$ cat src/rtl/uart_pkg.sv
// rtl/uart_pkg.sv - shared UART constants and receiver state encoding
package uart_pkg;

   localparam int UART_OS        = 16;
   localparam int UART_DATA_BITS = 8;

   typedef enum logic [1:0] {
      IDLE  = 2'd0,
      START = 2'd1,
      DATA  = 2'd2,
      STOP  = 2'd3
   } uart_state_t;

endpackage

$ cat src/rtl/sync_2ff.sv
// rtl/sync_2ff.sv - two-flop synchronizer for asynchronous inputs
module sync_2ff #(
   parameter int   WIDTH   = 1,
   parameter logic RST_VAL = 1'b1
) (
   input  logic             i_clk,
   input  logic             i_rst_n,
   input  logic [WIDTH-1:0] i_d,
   output logic [WIDTH-1:0] o_q
);

   logic [WIDTH-1:0] r_meta;
   logic [WIDTH-1:0] r_sync;

   always_ff @(posedge i_clk or negedge i_rst_n) begin
      if (!i_rst_n) begin
         r_meta <= {WIDTH{RST_VAL}};
         r_sync <= {WIDTH{RST_VAL}};
      end else begin
         r_meta <= i_d;
         r_sync <= r_meta;
      end
   end

   assign o_q = r_sync;

endmodule

$ cat src/rtl/uart_rx.sv
// rtl/uart_rx.sv - 8N1 UART receiver, mid-bit sampling on the oversample strobe
module uart_rx
   import uart_pkg::*;
#(
   parameter int OS        = UART_OS,
   parameter int DATA_BITS = UART_DATA_BITS
) (
   input  logic                 i_clk,
   input  logic                 i_rst_n,
   input  logic                 i_os_tick,
   input  logic                 i_rx,
   output logic [DATA_BITS-1:0] o_rx_data,
   output logic                 o_rx_valid,
   input  logic                 i_rx_ready,
   output logic                 o_frame_err,
   output logic                 o_overrun,
   output logic                 o_busy
);

   localparam int TCW = $clog2(OS);
   localparam int BCW = (DATA_BITS > 2) ? $clog2(DATA_BITS) : 1;

   localparam logic [TCW-1:0] TC_MID = TCW'(OS / 2 - 1);
   localparam logic [TCW-1:0] TC_END = TCW'(OS - 1);
   localparam logic [BCW-1:0] BC_END = BCW'(DATA_BITS - 1);

   uart_state_t          r_state;
   logic [TCW-1:0]       r_tick_cnt;
   logic [BCW-1:0]       r_bit_cnt;
   logic [DATA_BITS-1:0] r_shift;
   logic [DATA_BITS-1:0] r_rx_data;
   logic                 r_rx_valid;
   logic                 r_frame_err;
   logic                 r_overrun;
   logic                 w_rx_s;
   logic                 w_pending;

   sync_2ff #(
      .WIDTH   (1),
      .RST_VAL (1'b1)
   ) u_rx_sync (
      .i_clk   (i_clk),
      .i_rst_n (i_rst_n),
      .i_d     (i_rx),
      .o_q     (w_rx_s)
   );

   // A byte still held at the output that the consumer is not taking this cycle
   assign w_pending = r_rx_valid && !i_rx_ready;

   always_ff @(posedge i_clk or negedge i_rst_n) begin
      if (!i_rst_n) begin
         r_state     <= IDLE;
         r_tick_cnt  <= '0;
         r_bit_cnt   <= '0;
         r_shift     <= '0;
         r_rx_data   <= '0;
         r_rx_valid  <= 1'b0;
         r_frame_err <= 1'b0;
         r_overrun   <= 1'b0;
      end else begin
         r_frame_err <= 1'b0;
         r_overrun   <= 1'b0;
         if (r_rx_valid && i_rx_ready) begin
            r_rx_valid <= 1'b0;
         end
         if (i_os_tick) begin
            case (r_state)
               IDLE: begin
                  if (!w_rx_s) begin
                     r_state    <= START;
                     r_tick_cnt <= '0;
                  end
               end
               START: begin
                  if (r_tick_cnt == TC_MID) begin
                     r_tick_cnt <= '0;
                     r_bit_cnt  <= '0;
                     r_state    <= w_rx_s ? IDLE : DATA;
                  end else begin
                     r_tick_cnt <= r_tick_cnt + 1'b1;
                  end
               end
               DATA: begin
                  if (r_tick_cnt == TC_END) begin
                     r_shift    <= {w_rx_s, r_shift[DATA_BITS-1:1]};
                     r_tick_cnt <= '0;
                     if (r_bit_cnt == BC_END) begin
                        r_state <= STOP;
                     end else begin
                        r_bit_cnt <= r_bit_cnt + 1'b1;
                     end
                  end else begin
                     r_tick_cnt <= r_tick_cnt + 1'b1;
                  end
               end
               STOP: begin
                  if (r_tick_cnt == TC_END) begin
                     // Leave at mid-stop so a start edge right after the stop bit is caught
                     r_state    <= IDLE;
                     r_tick_cnt <= '0;
                     if (!w_rx_s) begin
                        r_frame_err <= 1'b1;
                     end else if (w_pending) begin
                        r_overrun <= 1'b1;
                     end else begin
                        r_rx_data  <= r_shift;
                        r_rx_valid <= 1'b1;
                     end
                  end else begin
                     r_tick_cnt <= r_tick_cnt + 1'b1;
                  end
               end
               default: r_state <= IDLE;
            endcase
         end
      end
   end

   assign o_rx_data   = r_rx_data;
   assign o_rx_valid  = r_rx_valid;
   assign o_frame_err = r_frame_err;
   assign o_overrun   = r_overrun;
   assign o_busy      = (r_state != IDLE);

endmodule

$ cat config.mk
export PLATFORM = sky130hd
export DESIGN_NAME = uart_rx
export DESIGN_NICKNAME = d
export VERILOG_FILES = /design/src/rtl/uart_pkg.sv /design/src/rtl/sync_2ff.sv /design/src/rtl/uart_rx.sv
export SDC_FILE = /design/constraint.sdc
export NUM_CORES = 1
export LEC_CHECK = 0
export ABC_AREA = 1
export CORE_MARGIN = 10
export CORE_UTILIZATION = 45
export CTS_BUF_LIST = sky130_fd_sc_hd__clkbuf_4 sky130_fd_sc_hd__clkbuf_8
export DETAILED_ROUTE_END_ITERATION = 8
export PLACE_DENSITY = 0.7
export SLEW_MARGIN = 5
export SYNTH_ARGS = -nofsm -noshare
export SYNTH_HDL_FRONTEND = slang
export SYNTH_HIERARCHICAL = 1
export SYNTH_SLANG_ARGS = --single-unit
$ cat constraint.sdc
create_clock -name i_clk -period 1.5 [get_ports i_clk]
set_input_delay 0.225 -clock i_clk [delete_from_list [all_inputs] [get_ports i_clk]]
set_output_delay 0.225 -clock i_clk [all_outputs]
set_load 0.05 [all_outputs]
Yosys cells after proc, flatten, opt, wreduce, memory -nomap -nowiden
Index checks and enable logic that the tools add are counted.

cells by class
  reductions and logical operators = 12
  muxes and demuxes = 30
  bitwise gates (word level) = 1
  eq/ne operators = 12
  $add $sub $neg = 2

operators by type and width
  operator               number
  $mux W1                15
  $mux W2                6
  $mux W4                3
  $ne A2 B2 Y1 const B   6
  $pmux W4 S3            1
  $reduce_and A5 Y1      2
  $mux W3                3
  $pmux W2 S4            1
  $pmux W3 S2            1
  $reduce_and A6 Y1      1
  $add A4 B1 Y4 const B  1
  $eq A2 B2 Y1 const B   2
  $eq A4 B3 Y1 const B   1
  $eq A4 B4 Y1 const B   1
  $reduce_bool A2 Y1     2
  $add A3 B1 Y3 const B  1
  $eq A3 B3 Y1 const B   1
  $reduce_and A3 Y1      1
  $eq A2 B1 Y1 const B   1
  $logic_and A1 B1 Y1    2
  $logic_not A2 Y1       1
  $reduce_and A2 Y1      1
  $reduce_or A2 Y1       1
  $logic_not A1 Y1       1
  $not A1 Y1             1

storage, ports and cells
  output and inout port bits = 12
  logic and storage cells = 67
  flip-flop bits (word level) = 30
  bits of input ports = 5

Depth between registers and ports, before layout
  word-level depth = 7
  gate-level depth with buffers = 8
  depth with buffers taken out = 8

Modules after synthesis
The synthesis kept the hierarchy.

modules (own cells, without submodules)
  module    cells an instance  seq. area each (um2)  area each (um2)  instances
  uart_rx   148                700.7                 1292.5           1
  sync_2ff  2                  52.6                  52.6             1

Worst setup path after synthesis
No wires, ideal clock.

  kind = register to register
  start point = register r_tick_cnt[0]
  end point = register r_rx_data[0] (netlist: o_rx_data[0])
  path buffers = 0
  stages on the path, launching flop included = 7
  required time = 1.381 ns
  setup slack = 0.059 ns
  period minus slack after synthesis = 1.441 ns
  setup time = 0.119 ns
  arrival time = 1.322 ns
  path through = dfrtp_1 > ha_1 > nand3_2 > nor3_4 > nand3_4 > nand2_1 > nand2_1

on the way
  cells in the longest elaborated chain, start to end = 2

ends and longest elaborated chain
  element                             RTL line        source
  start, declared                     uart_rx.sv:28   logic [TCW-1:0] r_tick_cnt;
  start signal, assigned              uart_rx.sv:81   r_tick_cnt <= r_tick_cnt + 1'b1;
  start signal, assigned              uart_rx.sv:94   r_tick_cnt <= r_tick_cnt + 1'b1;
  start signal, assigned              uart_rx.sv:111  r_tick_cnt <= r_tick_cnt + 1'b1;
  $eq A4 B4 Y1                        uart_rx.sv:98   if (r_tick_cnt == TC_END) begin
  $reduce_and A5 Y1 (no source line)  -
  end signal, assigned                uart_rx.sv:107  r_rx_data <= r_shift;
  end, declared                       uart_rx.sv:31   logic [DATA_BITS-1:0] r_rx_data;

Every way passes these cells.
A chain may end at the register's enable or synchronous reset.

==> impl_metrics.csv <==
group,metric,value,unit
synth,netlist.area_leader.share,52.1,%
placement,hpwl,1960,um
cts,htree_levels,2,
setup_path,reg2reg_depth,7,
setup_path,path_max_fanout,7,
placement,pre_cts_slack,-67.5,ps
drt,wl,2690,um
synth,synth_simple_gate_area_share,29.3,%
grt,grt_max_degree,31,
setup_path,regToRegSetupSlack,90,ps
synth,synth-seq-cells,30,
cts,postCtsHoldBufs,0,
placement,gp_congestion,0.827,
drt,drcViolationCount,0,
timing,hold_ws,261,ps
timing,period_share,95.7,%
timing,fin_ws,64.0,ps
setup_path,timing.rr.end,"r_shift[0]",
synth,yosysSeqAreaShare,56.0,%
cts,cts.clk_slew.worst_paths,100,ps
grt,grt_overflow,0,
power,ir_drop,932,uV
setup_path,endpoint,"o_busy",
outcome,outcome,"complete, no violations",
grt,grt_pass1_wl,4400,um
cts,cts_buffers,5,
timing,tightest_slew,368,ps
worst_hold_path,hold_path.class,"input port to async pin",
setup_path,slowest_delay,490,ps
cts,cts.sinks,30,
floorplanning,rows,19,
floorplanning,core-area,0.00281,mm^2
synth,synth_area_per_cell,8.97,um^2
cells_and_area,syn2layout_area_growth,31.0,%
drt,routedWlPerCell,12.6,um
synth,synth_fa_ha_area_share,2.79,%
synth,synth_top_family_by_area,"simple AND/OR/NAND/NOR gates",
grt,grt_pass1_vias,1049,
setup_path,r2r_start,"r_tick_cnt[0]",
power,power,2.61,mW
synth,syn-num-nets,158,
setup_path,crit_path_top_delay_cell,"dfrtp_1",
cells_and_area,num-nets-final,189,
placement,port_buffers,16,
grt,antenna_found_initial,0,
power,p_per_area,1480,mW/mm^2
setup_path,critPathKind,"flip-flop to output port",
drt,vias,1076,
synth,synthTopCellsByArea,"dfrtp_1 52%, nand2_1 14%, inv_1 4.2%, dfstp_2 3.9%, nand4_1 3.7%",
synth,synthMuxAreaShare,0,%
synth,synth_area,0.00135,mm^2
setup_path,crit_chain,"nor2_4 -> inv_1 -> buf_12",
floorplanning,dieArea,0.00558,mm^2
drt,vias_per_cell,5.05,
drt,drtAntennaViolNets,0,
cells_and_area,nFillCells,229,
floorplanning,die_y,74.7,um
synth,yosysWarnings,6,
timing,setup_viol,0,
power,p_leak,0.891,nW
floorplanning,fp.dieW,74.7,um
synth,synth_compound_area_share,5.95,%
setup_path,end_kind,"output port",
synth,ys_types,22,
setup_path,required,1270,ps
cells_and_area,instances_no_fill,213,
timing,drv_slew,0,
timing,skew,11.7,ps
job,drv_cap,0,
drt,first_pass_iters,4,
cts,cts_max_path_buffers,2,
timing,max_slew_margin,75.5,%
floorplanning,initial_core_util,47.9,%
synth,synth_top_area_cell,"dfrtp_1",
grt,track_usage,10.3,%
synth,synth_cells,150,
timing,fin_crit,1440,ps
setup_path,cp.arrival,1210,ps
drt,drt_iter0_drc,25,
setup_path,critPathLaunchType,"flip-flop",
floorplanning,ioPinCount,17,
synth,synth_xor_area_share,0.651,%
cells_and_area,diodes,0,
timing,final_hold_viol_count,0,
timing,max_clock_freq,696,MHz
cts,cts_root_buf,"clkbuf_4",
placement,placedCellCount,204,
cts,worstSkewPairLatency,330,ps
cts,cts_tree,"built",
cells_and_area,drive_gt1_share,25.3,%
-- power by group --
group,total (mW),internal [mW],switching [mW]
Combinational,0.716,0.290,0.426
Clock,0.858,0.565,0.293
Sequential,1.04,0.905,0.134
Total,2.61,1.76,0.853
-- area by class of cell --
cell class                 count  area, um^2  share of cell area, %
timing repair buffer          27         238                   13.5
clock inverter                 2        60.1                   3.41
clock buffer                   6        51.3                   2.91
inverter                      15        56.3                   3.20
multi-input combinational    102         561                   31.8
sequential                    30         757                   43.0
tap                           31        38.8                   2.20
-- worst min path at each step --
stage	from	slack, ps	cells after the start	to
after CTS	i_rst_n	270	2	r_shift[0]
after global placement	u_rx_sync/r_meta	350	0	u_rx_sync/o_q
after floorplan	i_rst_n	-70	0	async pin
after detailed placement	u_rx_sync/r_meta	350	0	u_rx_sync/o_q
final	i_rst_n	260	2	async pin
after global routing	i_rx	270	1	u_rx_sync/r_meta
-- critical path, delay by kind of cell (launching register included) --
family | cells | cell delay [ps]
DFF | 1 | 490
buffers and inverters | 2 | 240
and+or+nand+nor | 1 | 140
-- synth_stat cells (all sizes together) --
master and count:
nand3 8, a21oi 7, inv 15, ha 3, nor4 1, o21ai 6
nor3 2, xor2 1, clkbuf 1, nand2 49, nor2 13, a22o 1
nand3b 2, o22ai 1, dfstp 2, dfrtp 28, buf 2, nand4 8
-- timing repair --
action                     CTS  global route
setup endpoints to repair   10            21
setup buffers                0             1
gates resized for setup      4             8
pin swaps                    1             1
-- state kept, by name (all words and copies together), names as in the netlist, named ones only --
register          count
u_rx_sync/r_meta      1
r_shift               8
r_bit_cnt             3
u_rx_sync/o_q         1
o_frame_err           1
r_tick_cnt            4
r_state               1
o_overrun             1
o_rx_data             8
o_rx_valid            1
-- logic make-up (layout without fill, tap and decap cells) --
kind of cell,count (synthesis),in the layout
simple gates,83,83
flops,30,30
buf+inv,18,50
compound gates,15,15
fa+ha+maj,3,3
xor+xnor,1,1
-- layer usage --
metal	global-route usage [%]	vias up	part of all wire, %
met5	0	-	0
met4	7.35	0	3.6
met3	4.60	11	8.6
met2	16.4	28	45
met1	10.8	486	43
li1	-	551	-
-- placed cells by master (no fill, tap or decap), types with 4 or more instances in the layout --
| cell | n |
|---|---|
| buf_4 | 21 |
| dfrtp_1 | 25 |
| inv_1 | 15 |
| a21oi_1 | 6 |
| o21ai_0 | 5 |
| nor2_1 | 12 |
| nand2_1 | 48 |
| clkbuf_4 | 5 |
| nand3_1 | 6 |
| nand4_1 | 8 |
| clkdlybuf4s50_1 | 4 |
-- metrics by stage --
step           setup TNS, ps  utilization (%)  cell area [um^2]
2_1_floorplan              0                -              1350
3_3_place_gp            -161             57.0              1600
3_5_place_dp            -525             57.0              1600
4_1_cts                    0             61.6              1730
5_1_grt                -34.4             62.8              1760
6_report                   0             62.8              1760
(Power assumes the default switching activity.)
